**src/rtl/fifo_rr_arbiter.sv**
```systemverilog
// fifo_rr_arbiter: grants one producer and one consumer per cycle into a shared FIFO and tracks
// its occupancy. Define FIFO_ARB_RR_EN for round-robin arbitration; otherwise lowest index wins.
module fifo_rr_arbiter #(
    parameter int unsigned Depth = 4,
    parameter int unsigned N_REQ = 4
) (
    input  logic                       clk,
    input  logic                       reset,
    input  logic [N_REQ-1:0]           push_req,
    input  logic [N_REQ-1:0]           pop_req,
    output logic [N_REQ-1:0]           push_gnt,
    output logic [N_REQ-1:0]           pop_gnt,
    output logic                       fifo_push,
    output logic                       fifo_pop,
    output logic [$clog2(Depth+1)-1:0] count,
    output logic                       empty,
    output logic                       full
);
    localparam int unsigned CntW = $clog2(Depth + 1);
    localparam int unsigned IdxW = $clog2(N_REQ);
    localparam logic [CntW-1:0] CntFull = CntW'(Depth);

    logic [CntW-1:0] count_q, count_d;
    logic [IdxW-1:0] push_win, pop_win;
    logic            push_fire, pop_fire;

`ifdef FIFO_ARB_RR_EN
    localparam logic [IdxW-1:0] IdxLast = IdxW'(N_REQ - 1);

    logic [IdxW-1:0] push_last_q, pop_last_q;

    // Search starts one past the last winner and wraps; first requester found wins.
    function automatic logic [IdxW-1:0] rr_pick(input logic [N_REQ-1:0] req,
                                                input logic [IdxW-1:0]  last);
        logic [IdxW-1:0] win;
        logic            found;
        int unsigned     idx;
        win   = '0;
        found = 1'b0;
        for (int unsigned k = 1; k <= N_REQ; k++) begin
            idx = (32'(last) + k) % N_REQ;
            if (!found && req[IdxW'(idx)]) begin
                win   = IdxW'(idx);
                found = 1'b1;
            end
        end
        return win;
    endfunction

    always_ff @(posedge clk or negedge reset) begin
        if (!reset) begin
            push_last_q <= IdxLast;
            pop_last_q  <= IdxLast;
        end else begin
            if (push_fire) push_last_q <= push_win;
            if (pop_fire)  pop_last_q  <= pop_win;
        end
    end

    assign push_win = rr_pick(push_req, push_last_q);
    assign pop_win  = rr_pick(pop_req, pop_last_q);
`else
    function automatic logic [IdxW-1:0] fp_pick(input logic [N_REQ-1:0] req);
        logic [IdxW-1:0] win;
        win = '0;
        for (int i = N_REQ - 1; i >= 0; i--) begin
            if (req[IdxW'(i)]) win = IdxW'(i);
        end
        return win;
    endfunction

    assign push_win = fp_pick(push_req);
    assign pop_win  = fp_pick(pop_req);
`endif

    assign empty = (count_q == '0);
    assign full  = (count_q == CntFull);

    // Eligibility looks only at registered occupancy, so there is no same-cycle bypass.
    assign push_fire = reset && (|push_req) && !full;
    assign pop_fire  = reset && (|pop_req) && !empty;

    always_comb begin
        push_gnt = '0;
        pop_gnt  = '0;
        if (push_fire) push_gnt[push_win] = 1'b1;
        if (pop_fire)  pop_gnt[pop_win]   = 1'b1;
    end

    assign fifo_push = push_fire;
    assign fifo_pop  = pop_fire;

    always_comb begin
        count_d = count_q;
        case ({push_fire, pop_fire})
            2'b10:   count_d = count_q + CntW'(1);
            2'b01:   count_d = count_q - CntW'(1);
            default: count_d = count_q;
        endcase
    end

    always_ff @(posedge clk or negedge reset) begin
        if (!reset) begin
            count_q <= '0;
        end else begin
            count_q <= count_d;
        end
    end

    assign count = count_q;

`ifndef SYNTHESIS
    a_push_onehot : assert property (@(posedge clk) disable iff (!reset) $onehot0(push_gnt));
    a_pop_onehot  : assert property (@(posedge clk) disable iff (!reset) $onehot0(pop_gnt));
    a_no_overflow : assert property (@(posedge clk) disable iff (!reset) !(full && fifo_push));
    a_no_underrun : assert property (@(posedge clk) disable iff (!reset) !(empty && fifo_pop));
    a_count_range : assert property (@(posedge clk) disable iff (!reset) count_q <= CntFull);
`endif

endmodule

```
**config.mk**
```make
export PLATFORM = sky130hd
export DESIGN_NAME = fifo_rr_arbiter
export DESIGN_NICKNAME = d
export VERILOG_FILES = /design/src/rtl/fifo_rr_arbiter.sv
export SDC_FILE = /design/constraint.sdc
export NUM_CORES = 1
export LEC_CHECK = 0
export ABC_CLOCK_PERIOD_IN_PS = 4900
export CORE_AREA = 2 2 39 41
export DETAILED_ROUTE_END_ITERATION = 16
export DIE_AREA = 0 0 41 43
export PLACE_DENSITY = 0.71
export SYNTH_ARGS = -nofsm -noshare
export SYNTH_HDL_FRONTEND = slang
export SYNTH_SLANG_ARGS = --single-unit
export TNS_END_PERCENT = 10
```
**constraint.sdc**
```tcl
create_clock -name clk -period 4.9 [get_ports clk]
set_clock_uncertainty 0.05 [all_clocks]
set_input_delay 0.98 -clock clk [delete_from_list [all_inputs] [get_ports clk]]
set_output_delay 0.98 -clock clk [all_outputs]
set_load 0.005 [all_outputs]
```
==> impl_results.md <==
- Outcome: completed
- Slowest stage cell, crit path: clkdlybuf4s50_1
- Post-synthesis instance total: 33
- CP max stage delay: 0.61 ns
- Largest family of logic cells by synthesized area: simple AND/OR/NAND/NOR gates
- Setup violators final: 0
- Post-Syn Area: 292.8 µm²
- Clk slew on worst S/H paths: 0.04 ns
- Worst-Skew Late Latency: 0.24 ns
- Unique cell type count in the Yosys netlist: 17
- Total die area: 1763 µm²
- Share of the synthesized area in the top cell type: 25.64%
- Pwr dens: 478.9 nW/µm²
- CTS Buf Count: 3
- Fmax: 0.2878 GHz
- CTS Buffer Depth: 2
- Power, Total: 249.2 µW
- Area leader, netlist: dfrtp_1
- Complex-gate fraction of the synthesized area: 5.983%
- Most used cell, CP: clkdlybuf4s50_1
- Placer Congestion: 0.6921
- RSZ-0062 raised after global routing: no
- Initial Util: 21.16%
- HP Class: reg -> reg
- Startpoint Class: input pin
- Avg WL per Cell: 9.625 µm
- Die extent in y: 43 µm
- Io pins: 25
- WS Path Type: in -> out
- Final count of pins violating max slew: 0
- All-Layer GR Usage: 9.274%
- Post-Synth XOR/XNOR Area: 8.974%
- Number of synthesized register bits: 3
- Final WL: 693 µm
- Mux contribution to synthesized area: 3.419%
- Element type at the critical path end: primary output
- Share of cells above drive strength 1: 12.50%
- Vias/cell: 4.042
- VDD IR-drop max: 0.0001916 V
- Post-CTS Setup Bufs: 0
- H-tree lvl count: 1
- Yosys warning count: 0
- WP data required: 3.87 ns
- Core area: 1384 µm²
- Min cycle time layout: 3.474 ns
- Vias in the first global route: 280
- Setup tns final: 0 ns
- FP Rows: 14
- Crit path DAT: 2.44 ns
- Worst setup margin: 1.426 ns
- Total number of vias: 291
- Residual DRC: 0
- Post-synthesis simple-gate area fraction: 26.92%
- Grt total ovfl: 0
- Pre-Repair DR Iteration Count: 3
- Antenna cells: 0
- Clock sinks: 3
- Die X: 41 µm
- Final nets: 69
- Hold Vio Cnt, Final: 0
- Detailed Place HPWL: 566.8 µm
- Antenna Nets Post-Route: 0
- Cells along the critical path: clkdlybuf4s50_1 -> nand2b_1 -> a21oi_1 -> clkdlybuf4s50_1
- Placed Cells: 68
- # port buffers: 20
- Post-Layout Cell Count: 72
- Largest net degree at the start of global routing: 6
- Maxcap violations: 0
- First-pass GRT wire length: 1048 µm
- Post-cts gate resize count: 0
- Root buffer cell: clkbuf_4
- Initial antenna violation count: 0
- Max FFs per register: 3
- Pleak: 0.0002294 µW
- Drt first-iter violations: 6
- Post-place setup slack: 1.397 ns
- Synth Area in Adders: 11.11%
- Syn Area/Cell: 8.872 µm²
- CTS tree: yes
- Tcrit/Tclk final: 70.90%
- Synth area leaders: dfrtp_1, buf_4, fa_1
- Cts hold-fix bufs: 0
- Sequential area share after synthesis: 25.64%
- Area grow syn2layout: 77.78%
- Critical path peak fanout: 5
## power by group
group | total [µW] | internal (µW) | switching (µW)
sequential | 58.5 | 39.2 | 19.2
clock | 44.5 | 30.6 | 13.9
combinational | 146 | 91.6 | 54.7
total | 249 | 161 | 87.9
## area by class of cell
type,instances,area (µm²)
Timing Repair Buffer,20,200.2
Multi-Input combinational cell,24,180.2
Clock buffer,4,26.28
Sequential cell,3,75.07
Inverter,5,18.77
Fill cell,150,863.3
Tap cell,16,20.02
## kinds of logic after synthesis
| group | Yosys count |
|---|---|
| compound gates | 3 |
| xor+xnor | 3 |
| fa+ha+maj | 2 |
| buf+inv | 9 |
| flops | 3 |
| mux | 1 |
| other cells | 1 |
| simple gates | 11 |
## synthesized netlist by cell type
cell type and instances:
a21o_1 1, dfrtp_1 3, nor3_1 3, nor3b_2 1, ha_1 1, xor2_1 2, inv_1 5, xnor2_1 1
nor3_2 2, nor2_1 3, buf_4 4, fa_1 1, nand2b_4 1, mux2i_1 1, conb_1 1, nand2b_1 1
a21oi_1 2
## worst max-delay path, delay by kind of cell
kind | cells | cell delay [ns]
AO/OA/AOI/OAI | 1 | 0.18
buffers and inverters | 2 | 1.14
AND/OR/NAND/NOR | 1 | 0.14
## final timing paths
check / depth (start not counted) / slack [ns] / end / start
max: 4 / 1.43 / fifo_pop / reset
min: 1 / 0.47 / count[2]$_DFFE_PN0P_ / count[2]$_DFFE_PN0P_
max reg2reg: 9 / 2.81 / count[2]$_DFFE_PN0P_ / count[0]$_DFFE_PN0P_
min reg2reg: 1 / 0.47 / count[2]$_DFFE_PN0P_ / count[2]$_DFFE_PN0P_
max in group asynchronous: 1 / 3.67 / count[1]$_DFFE_PN0P_ / reset
min in group asynchronous: 1 / 0.93 / count[2]$_DFFE_PN0P_ / reset
## cell usage in the layout (no fill, tap or decap), types with 2 or more instances in the layout
| master | synthesis | routed |
|---|---|---|
| clkbuf_4 | 0 | 3 |
| nor3_1 | 3 | 3 |
| conb_1 | 1 | 4 |
| xor2_1 | 2 | 2 |
| clkdlybuf4s50_1 | 0 | 20 |
| inv_1 | 5 | 5 |
| nor2_1 | 3 | 3 |
| dfrtp_1 | 3 | 3 |
| a21oi_1 | 2 | 2 |
| nor3_2 | 2 | 2 |
## metal layers
metal,vias up,track usage (%),part of all wire [%],wire length [µm]
met3,0,6.283,9.7,67
met1,133,6.840,32,222
met4,0,4.000,0,0
met2,15,16.56,58,402
met5,-,0,0,0
li1,143,-,-,-
## through the flow
| step | instance area [µm²] | hold WS (ns) | util (%) |
|---|---|---|---|
| final | 520.5 | 0.4722 | 37.61 |
| after floorplan | 304.0 | 0.4614 | - |
| after CTS | 520.5 | 0.4792 | 37.61 |
| after global routing | 520.5 | 0.5048 | 37.61 |
| after detailed placement | 494.2 | 0.4717 | 35.71 |
| after global placement | 494.2 | 0.4789 | 35.71 |
No activity file was read; power rests on OpenSTA's default activity.
